File: src/rtl/mem_lsu_pkg.sv
// Shared encodings for the yadan memory-access stage: bus widths, memop codes,
// LSU FSM states and the write-back record.
package mem_lsu_pkg;

    localparam int RegBus     = 32;
    localparam int RegAddrBus = 5;
    localparam int NUM_LANES  = RegBus / 8;

    typedef enum logic [3:0] {
        MemOpNone = 4'd0,
        MemOpLB   = 4'd1,
        MemOpLH   = 4'd2,
        MemOpLW   = 4'd3,
        MemOpLBU  = 4'd4,
        MemOpLHU  = 4'd5,
        MemOpSB   = 4'd6,
        MemOpSH   = 4'd7,
        MemOpSW   = 4'd8
    } memop_e;

    typedef enum logic [1:0] {
        StIdle  = 2'd0,
        StWait  = 2'd1,
        StDone  = 2'd2,
        StDrain = 2'd3
    } lsu_state_e;

    typedef struct packed {
        logic [RegAddrBus-1:0] wd;
        logic                  wreg;
        logic [RegBus-1:0]     wdata;
    } wb_t;

    // log2 of the access size in bytes; non-memory ops report word size
    function automatic logic [1:0] op_size(memop_e op);
        case (op)
            MemOpLB, MemOpLBU, MemOpSB: op_size = 2'd0;
            MemOpLH, MemOpLHU, MemOpSH: op_size = 2'd1;
            default:                    op_size = 2'd2;
        endcase
    endfunction

endpackage

File: src/rtl/mem_lsu_align.sv
// Combinational lane logic: byte enables, store-lane replication and load
// shift/extend. Address bits below the access size are ignored.
module mem_lsu_align
    import mem_lsu_pkg::*;
(
    input  logic [3:0]           memop,
    input  logic [1:0]           addr_lo,
    input  logic [RegBus-1:0]    storedata,
    input  logic [RegBus-1:0]    rdata,
    output logic                 is_load,
    output logic                 is_store,
    output logic [NUM_LANES-1:0] be,
    output logic [RegBus-1:0]    wdata,
    output logic [RegBus-1:0]    ldata
);

    memop_e            op;
    logic [1:0]        off;
    logic [2:0]        nbytes;
    logic [RegBus-1:0] shifted;

    always_comb begin
        op       = memop_e'(memop);
        is_load  = (op == MemOpLB) || (op == MemOpLH) || (op == MemOpLW) ||
                   (op == MemOpLBU) || (op == MemOpLHU);
        is_store = (op == MemOpSB) || (op == MemOpSH) || (op == MemOpSW);
        case (op_size(op))
            2'd0: begin
                off    = addr_lo;
                nbytes = 3'd1;
                wdata  = {4{storedata[7:0]}};
            end
            2'd1: begin
                off    = {addr_lo[1], 1'b0};
                nbytes = 3'd2;
                wdata  = {2{storedata[15:0]}};
            end
            default: begin
                off    = 2'd0;
                nbytes = 3'd4;
                wdata  = storedata;
            end
        endcase
        shifted = rdata >> {off, 3'b000};
        case (op)
            MemOpLB:  ldata = {{24{shifted[7]}}, shifted[7:0]};
            MemOpLBU: ldata = {24'd0, shifted[7:0]};
            MemOpLH:  ldata = {{16{shifted[15]}}, shifted[15:0]};
            MemOpLHU: ldata = {16'd0, shifted[15:0]};
            default:  ldata = shifted;
        endcase
    end

    // a lane is enabled when it falls inside [off, off+nbytes)
    for (genvar i = 0; i < NUM_LANES; i++) begin : g_lane
        assign be[i] = (is_load || is_store) &&
                       ({1'b0, off} <= 3'(i)) && (3'(i) < ({1'b0, off} + nbytes));
    end

endmodule

File: src/rtl/mem_lsu.sv
// yadan memory-access stage: ALU pass-through plus a single-outstanding data-bus
// LSU. Define MEM_LSU_MISALIGN_EN to trap misaligned halfword/word accesses.
module mem_lsu
    import mem_lsu_pkg::*;
(
    input  logic                  clk,
    input  logic                  rst,
    input  logic [RegAddrBus-1:0] ex_wd,
    input  logic                  ex_wreg,
    input  logic [RegBus-1:0]     ex_wdata,
    input  logic [3:0]            ex_memop,
    input  logic [RegBus-1:0]     ex_memaddr,
    input  logic [RegBus-1:0]     ex_storedata,
    input  logic                  hold,
    input  logic                  flush,
    output logic                  dbus_req,
    output logic                  dbus_we,
    output logic [RegBus-1:0]     dbus_addr,
    output logic [3:0]            dbus_be,
    output logic [RegBus-1:0]     dbus_wdata,
    input  logic                  dbus_gnt,
    input  logic                  dbus_rvalid,
    input  logic [RegBus-1:0]     dbus_rdata,
    output logic [RegAddrBus-1:0] mem_wd,
    output logic                  mem_wreg,
    output logic [RegBus-1:0]     mem_wdata,
    output logic                  stallreq,
    output logic                  mem_excp_misalign,
    output logic [RegBus-1:0]     mem_excp_addr
);

    lsu_state_e            state;
    logic [RegAddrBus-1:0] wd_q;
    logic                  wreg_q;
    logic [RegBus-1:0]     ld_q;

    logic                  is_load, is_store, is_mem, misalign, issue_cand;
    logic [NUM_LANES-1:0]  be;
    logic [RegBus-1:0]     st_wdata, ld_data;
    wb_t                   wb;

    mem_lsu_align u_align (
        .memop     (ex_memop),
        .addr_lo   (ex_memaddr[1:0]),
        .storedata (ex_storedata),
        .rdata     (dbus_rdata),
        .is_load   (is_load),
        .is_store  (is_store),
        .be        (be),
        .wdata     (st_wdata),
        .ldata     (ld_data)
    );

    assign is_mem = is_load || is_store;

`ifdef MEM_LSU_MISALIGN_EN
    always_comb begin
        case (op_size(memop_e'(ex_memop)))
            2'd1:    misalign = is_mem && ex_memaddr[0];
            2'd2:    misalign = is_mem && (ex_memaddr[1:0] != 2'b00);
            default: misalign = 1'b0;
        endcase
    end
`else
    assign misalign = 1'b0;
`endif

    assign issue_cand = (state == StIdle) && is_mem && !misalign;

    always_comb begin
        dbus_req          = 1'b0;
        dbus_we           = 1'b0;
        dbus_addr         = '0;
        dbus_be           = '0;
        dbus_wdata        = '0;
        wb                = '0;
        stallreq          = 1'b0;
        mem_excp_misalign = 1'b0;
        mem_excp_addr     = '0;
        if (!rst) begin
            dbus_req = issue_cand && !flush;
            if (dbus_req) begin
                dbus_we    = is_store;
                dbus_addr  = {ex_memaddr[RegBus-1:2], 2'b00};
                dbus_be    = be;
                dbus_wdata = st_wdata;
            end
            case (state)
                StIdle: begin
                    wb.wd = ex_wd;
                    if (misalign) begin
                        mem_excp_misalign = 1'b1;
                        mem_excp_addr     = ex_memaddr;
                    end else if (is_mem) begin
                        stallreq = !flush;
                    end else begin
                        wb.wreg  = ex_wreg && !flush;
                        wb.wdata = ex_wdata;
                    end
                end
                StWait: begin
                    stallreq = 1'b1;
                    wb.wd    = wd_q;
                end
                StDone: begin
                    wb.wd    = wd_q;
                    wb.wreg  = wreg_q && !flush;
                    wb.wdata = ld_q;
                end
                default: ;
            endcase
        end
    end

    assign mem_wd    = wb.wd;
    assign mem_wreg  = wb.wreg;
    assign mem_wdata = wb.wdata;

    // A grant coinciding with flush still counts as issued: loads must drain.
    always_ff @(posedge clk) begin
        if (rst) begin
            state  <= StIdle;
            wd_q   <= '0;
            wreg_q <= 1'b0;
            ld_q   <= '0;
        end else begin
            case (state)
                StIdle: begin
                    if (issue_cand && dbus_gnt) begin
                        wd_q   <= ex_wd;
                        wreg_q <= is_load && ex_wreg;
                        ld_q   <= '0;
                        if (flush)
                            state <= is_load ? StDrain : StIdle;
                        else
                            state <= is_load ? StWait : StDone;
                    end
                end
                StWait: begin
                    if (dbus_rvalid) begin
                        ld_q  <= ld_data;
                        state <= flush ? StIdle : StDone;
                    end else if (flush) begin
                        state <= StDrain;
                    end
                end
                StDone: begin
                    if (flush || !hold)
                        state <= StIdle;
                end
                default: begin
                    if (dbus_rvalid)
                        state <= StIdle;
                end
            endcase
        end
    end

endmodule
File: config.mk
export PLATFORM = sky130hd
export DESIGN_NAME = mem_lsu
export DESIGN_NICKNAME = d
export VERILOG_FILES = /design/src/rtl/mem_lsu_pkg.sv /design/src/rtl/mem_lsu_align.sv /design/src/rtl/mem_lsu.sv
export SDC_FILE = /design/constraint.sdc
export NUM_CORES = 1
export LEC_CHECK = 0
export CORE_AREA = 4 4 109 111
export DETAILED_ROUTE_END_ITERATION = 10
export DIE_AREA = 0 0 113 115
export DONT_BUFFER_PORTS = 1
export PLACE_DENSITY = 0.62
export SLEW_MARGIN = 40
export SYNTH_ARGS = -nofsm -noshare
export SYNTH_HDL_FRONTEND = slang
export SYNTH_HIERARCHICAL = 1
export SYNTH_SLANG_ARGS = --single-unit
File: constraint.sdc
create_clock -name clk -period 5.3 [get_ports clk]
set_clock_uncertainty 0.1 [all_clocks]
set_input_delay 0 -clock clk [delete_from_list [all_inputs] [get_ports clk]]
set_output_delay 0 -clock clk [all_outputs]
set_load 0.02 [all_outputs]
==> results.yml, run 1 <==
status:
  run_status: "finished clean"
setup_path:
  r2r_cells: 8
  worstPathRequired_ns: 5.39
  r2r_start: "state[1]$_SDFFE_PP0P_"
  criticalPathCategory: "reg2reg"
  rrSetupSlack_ns: 2.35
  critPathCaptureType: "flip-flop"
  setup.worst_path.start_class: "flip-flop"
  r2r_end: "ld_q[18]$_SDFFE_PP0P_"
  critPathMaxFanout: 37
  crit_start: "state[1]$_SDFFE_PP0P_"
  cp_data_arrival_time_ns: 3.04
layout:
  diodes: 0
  syn_to_final_growth_pct: 1.32
  num-nets-final: 708
  layout-drive-gt1-share_pct: 9.16
timing:
  finalCritPeriodShare_pct: 55.7
  hold_viol_final: 0
  grt_setup_unrepaired: "false"
  fin_ws_ns: 2.35
  maxSlewHeadroom_pct: 46.0
  drv_slew: 0
  max_freq_ghz: 0.339
  tightest_slew_ns: 0.810
  setup_viol: 0
  period_minus_slack_ns: 2.95
  tns_ns: 0
synthesis:
  synth_area_leader_cell: "dfxtp_1"
  synth_top_area_share_pct: 17.6
  yosys_warnings: 6
  synthesis.instances: 582
  synth_area_per_cell_sq_um: 7.83
  seq_area_frac_synth_pct: 17.6
  netlist_top_cells_area: "dfxtp_1, mux2i_1, and2_1, buf_4, a22oi_1"
  synthTopCellsByCount: "and2_1, nor2_1, mux2i_1"
  synth.distinct_cells: 56
  yosysMostFrequentCell: "and2_1"
  synth-edff-count: 0
  synth_area_sq_mm: 0.00456
  ys.flop_type: "dfxtp_1"
  synthArstFlopShare_pct: 0
  ys_ff_latch: 40
hold_path:
  min_delay_path_depth: 1
  hp-class: "in2out"
  hold_end: "mem_wd[4]"
  hold_start: "rst"
placed_design:
  portBuffers: 0
  pre_cts_slack_ns: 2.63
  gp_congestion: 0.890
  dp_hpwl_microns: 11100
global_route:
  antenna_found_initial: 0
  grt_pass1_vias: 3901
  grt_max_degree: 46
  grt_use_total_pct: 21.2
  grt_pass1_wl_microns: 21700
  overflow: 0
floorplanning:
  rows: 38
  num_io_pins: 286
  die_area_sq_mm: 0.0130
  die_w_microns: 113
  core_area_sq_mm: 0.0108
  start_util_pct: 42.2
  fp.dieH_microns: 115
pwr:
  ir_drop_mv: 0.162
  powerDensity_mw_per_mm2: 284
  p_leak_uw: 0.00193
routing:
  via_per_inst: 5.75
  ant_nets: 0
  firstDrtPassIters: 5
  drt-wirelength-per-cell_microns: 21.4
  wirelength_microns: 14900
  vias: 4007
  drc: 0
  first_iter_violations: 228
job:
  max_cap_violations: 0
clock_network:
  post_cts_buffers: 0
  clk_latency_ns: 0.29
  cts_tree: "built"
  cts_inserted_buffers: 5
  ctsHtreeMaxLevel: 2
  root_buffer: "clkbuf_8"
  clkTransAtPathRegs_ns: 0.08
  clk_path_buf_depth: 2
  cts.sink_count: 40
  ctsResizeCount: 0
  hold_buffers: 17
[worst max-delay path, stage by stage, from the launching register on]
cell and delay (ns):
dfxtp_1 0.35, inv_1 0.11, ha_2 0.56, mux2i_1 0.22, a21oi_4 0.14, buf_4 0.48, mux2i_1 0.25, nor2_1 0.05
dlygate4sd3_1 0.56
[state kept, by name, summed over array words and instances (netlist names)]
name / cells
wreg_q: 1
ld_q: 32
wd_q: 5
state: 2
[metal layers]
layer  up-vias  track usage, %  share of wire (%)  wire length, microns
met2       191            40.8                 54                  8020
met1      1916            24.4                 39                  5740
met5         -               0                  0                     0
li1       1892               -                  -                     -
met4         0            4.33               0.72                   107
met3         8            3.74                7.0                  1040
[where the power goes]
part / switching (uW) / leakage [uW] / internal [uW] / total (uW)
sequential: 14.6 / 0.000323 / 320 / 334
clock: 112 / 0.0000400 / 89.3 / 201
combinational: 500 / 0.00157 / 274 / 774
[placed cells by master (no fill, tap or decap), types with 2 or more instances in the layout]
| cell | Yosys | routed |
|---|---|---|
| xnor2_1 | 3 | 3 |
| conb_1 | 1 | 35 |
| a21oi_1 | 2 | 2 |
| or2_2 | 2 | 2 |
| inv_1 | 15 | 15 |
| a21o_1 | 3 | 3 |
| nand2_1 | 15 | 15 |
| a311oi_1 | 2 | 2 |
| clkbuf_8 | 0 | 5 |
| and3_1 | 2 | 2 |
| nand3_1 | 2 | 2 |
| a221o_1 | 8 | 8 |
| mux2i_1 | 71 | 71 |
| nand2b_1 | 7 | 7 |
| nor3_1 | 11 | 10 |
| mux2_2 | 17 | 17 |
| buf_12 | 0 | 2 |
| a31oi_1 | 2 | 2 |
| nor2_1 | 76 | 76 |
| dlygate4sd3_1 | 0 | 15 |
| o21ai_0 | 3 | 3 |
| o211ai_1 | 25 | 25 |
| a22oi_1 | 38 | 38 |
| buf_4 | 49 | 6 |
| dfxtp_1 | 40 | 40 |
| or3b_1 | 2 | 2 |
| nor4_1 | 2 | 2 |
| ha_1 | 7 | 6 |
| and2_1 | 109 | 109 |
[metrics by stage]
stage	total power, uW	hold slack (ns)	std cells	util, %	cell area [sq um]
after global routing	1390	0.00503	697	42.8	4620
after floorplan	1040	-0.0169	616	-	4680
final	1310	0.00154	697	42.8	4620
after global placement	1080	-0.00988	672	40.0	4320
after detailed placement	1090	-0.0355	673	40.1	4330
after CTS	1320	0.000156	697	42.7	4600
[logic make-up (layout without fill, tap and decap cells)]
logic type	Yosys count	count (layout)	share of synthesized area [%]
AO/OA/AOI/OAI	101	101	18.0
flip-flops	40	40	17.6
XOR/XNOR	4	4	0.769
other	1	35	0.0823
multiplexers	88	88	19.8
buffers and inverters	105	46	14.0
adder cells (fa/ha/maj)	7	7	1.92
AND/OR/NAND/NOR	236	236	27.8
[how the worst max path moves through the flow]
stage                                       end  slack (ns)
after global routing      ld_q[18]$_SDFFE_PP0P_        2.16
after CTS                 ld_q[18]$_SDFFE_PP0P_        2.33
after global placement               dbus_be[1]        2.52
final                     ld_q[18]$_SDFFE_PP0P_        2.35
after floorplan                      dbus_be[0]        3.15
after detailed placement             dbus_be[2]        2.63
[cell type report]
| type | count | area (sq um) |
|---|---|---|
| flip-flops and latches | 40 | 801 |
| multi-input cells | 471 | 3260 |
| well taps | 140 | 175 |
| fillers | 1105 | 6180 |
| clock buffers | 5 | 68.8 |
| repair buffers | 23 | 235 |
| clock inverters | 2 | 12.5 |
| inverters | 16 | 60.1 |
(Power assumes the default switching activity.)
==> run 2: changes to the inputs <==
--- a/config.mk
+++ b/config.mk
@@ -5,11 +5,11 @@
 export SDC_FILE = /design/constraint.sdc
 export NUM_CORES = 1
 export LEC_CHECK = 0
-export CORE_AREA = 4 4 109 111
+export CORE_AREA = 4 4 107 109
 export DETAILED_ROUTE_END_ITERATION = 10
-export DIE_AREA = 0 0 113 115
+export DIE_AREA = 0 0 111 113
 export DONT_BUFFER_PORTS = 1
-export PLACE_DENSITY = 0.62
+export PLACE_DENSITY = 0.66
 export SLEW_MARGIN = 40
 export SYNTH_ARGS = -nofsm -noshare
 export SYNTH_HDL_FRONTEND = slang
==> constraint.sdc (replaced) <==
create_clock -name clk -period 2.6 [get_ports clk]
set_clock_uncertainty 0.1 [all_clocks]
set_input_delay 0 -clock clk [delete_from_list [all_inputs] [get_ports clk]]
set_output_delay 0 -clock clk [all_outputs]
set_load 0.02 [all_outputs]
==> run 2 against run 1 <==
Effect of this change:
- utilization is 3.0 points higher
- global-route usage is 1.2 points higher
- critical path depth is 1 lower
- first-iteration DRC count is 18% higher
- final area is 5.1% higher
- combinational power is 120% higher
- highest routed layer unchanged
==> results.yml, run 2 (synthesis gave the netlist of run 1 again) <==
pwr:
  p_int_uw: 1510
  p_leak_uw: 0.00210
  clockPowerShare_pct: 15.2
  ir_drop_mv: 0.279
  power.net_switching_uw: 1300
  switching_share_pct: 46.3
  seqPwrFrac_pct: 24.3
  pwr-share-comb_pct: 60.6
  powerDensity_mw_per_mm2: 578
global_route:
  grt_pass1_vias: 4109
  overflow: 0
  grt_use_total_pct: 22.4
  antenna_found_initial: 1
  grt_pass1_wl_microns: 22700
  grt_max_degree: 68
clock_network:
  ctsHtreeMaxLevel: 2
  clkTransAtPathRegs_ns: 0.08
  cts_inserted_buffers: 5
  clk_latency_ns: 0.30
  cts.sink_count: 40
  cts_tree: "built"
  root_buffer: "clkbuf_8"
  clk_path_buf_depth: 2
placed_design:
  dp_hpwl_microns: 11500
  gp_congestion: 0.890
  portBuffers: 0
timing:
  maxSlewHeadroom_pct: 54.2
  finalCritPeriodShare_pct: 91.9
  grt_setup_unrepaired: "false"
  tightest_slew_ns: 0.687
  drv_slew: 0
  setup_viol: 0
  hold_ws_ns: 0.00767
  max_freq_ghz: 0.419
  tns_ns: 0
  period_minus_slack_ns: 2.39
  hold_viol_final: 0
setup_path:
  setup.worst_path.start_class: "flip-flop"
  critPathMaxFanout: 10
  criticalPathCategory: "reg2reg"
  worstPathRequired_ns: 2.69
  critPathCaptureType: "flip-flop"
  cp_data_arrival_time_ns: 2.48
floorplanning:
  num_io_pins: 286
  core_area_sq_mm: 0.0106
  start_util_pct: 43.0
  die_area_sq_mm: 0.0125
  rows: 38
  die_w_microns: 111
  fp.dieH_microns: 113
status:
  run_status: "finished clean"
layout:
  nFillCells: 1068
  layout_common_cells: "and2_1, nor2_1, mux2i_1, dfxtp_1, a22oi_1"
  regMostFlops: "ld_q"
  num-nets-final: 739
  largest_reg_flops: 32
  layout_commonest_cell: "and2_1"
  top_regs: "ld_q (32), wd_q (5), state (2)"
  layout-drive-gt1-share_pct: 12.9
  syn_to_final_growth_pct: 6.51
routing:
  vias: 4194
  drt-wirelength-per-cell_microns: 20.4
  wirelength_microns: 14900
  ant_nets: 0
  firstDrtPassIters: 5
  drc: 0
  via_per_inst: 5.75
  first_iter_violations: 270
hold_path:
  hp-class: "in2out"
job:
  max_cap_violations: 0
-- run 2: layout make-up --
type	count	area [sq um]	share of cell area, %
flip-flops and latches	40	801	16.5
repair buffers	54	473	9.75
diodes	1	2.50	0.0516
well taps	140	175	3.61
inverters	16	60.1	1.24
clock inverters	1	8.76	0.181
multi-input cells	471	3260	67.1
clock buffers	7	76.3	1.57
-- run 2: what timing repair did --
action | CTS | global route
setup endpoints to repair | 0 | 1
gates resized for setup | 0 | 2
buffers inserted | 0 | 0
hold buffers | 20 | 0
hold endpoints to repair | 43 | 0
-- run 2: routing by layer --
| layer | vias up | routed length, microns | global-route usage (%) |
|---|---|---|---|
| met5 | - | 0 | 0 |
| met4 | 0 | 246 | 6.32 |
| met3 | 19 | 1060 | 4.71 |
| met2 | 203 | 7720 | 41.4 |
| met1 | 2007 | 5900 | 26.1 |
| li1 | 1965 | - | - |
-- run 2: critical path, cell delays in order, from the launching register on --
cell and delay [ns]:
dfxtp_1 0.41, inv_1 0.13, ha_1 0.22, buf_4 0.18, nand3_1 0.07, dlygate4sd3_1 0.55, a21oi_1 0.06, dlygate4sd3_1 0.56
-- run 2: stage by stage --
step | instance area [sq um] | worst slack [ns] | total power (uW) | std cells | util [%]
2_1_floorplan | 4680 | 0.453 | 2120 | 616 | -
3_3_place_gp | 4550 | 0.518 | 2280 | 701 | 42.9
3_5_place_dp | 4550 | 0.484 | 2320 | 701 | 42.9
4_1_cts | 4840 | 0.0175 | 2810 | 729 | 45.7
5_1_grt | 4850 | 0.0449 | 2990 | 730 | 45.8
6_report | 4850 | 0.211 | 2810 | 730 | 45.8
-- run 2: final timing paths --
kind | startpoint | endpoint | slack, ns | cells past startpoint
min reg2reg | ld_q[19]$_SDFFE_PP0P_ | ld_q[19]$_SDFFE_PP0P_ | 0.40 | 2
max reg2reg | state[1]$_SDFFE_PP0P_ | wreg_q$_SDFFE_PP0P_ | 0.21 | 7
max | state[1]$_SDFFE_PP0P_ | wreg_q$_SDFFE_PP0P_ | 0.21 | 7
min | rst | stallreq | 0.008 | 1
-- run 2: power by group through the flow --
| stage | Clock [uW] | Combinational [uW] | Sequential [uW] |
|---|---|---|---|
| CTS | 443 | 1690 | 681 |
| global route | 467 | 1840 | 685 |
| finish | 425 | 1700 | 681 |
| floorplan | 0 | 1430 | 684 |
| detailed placement | 0 | 1630 | 695 |
| global placement | 0 | 1580 | 691 |
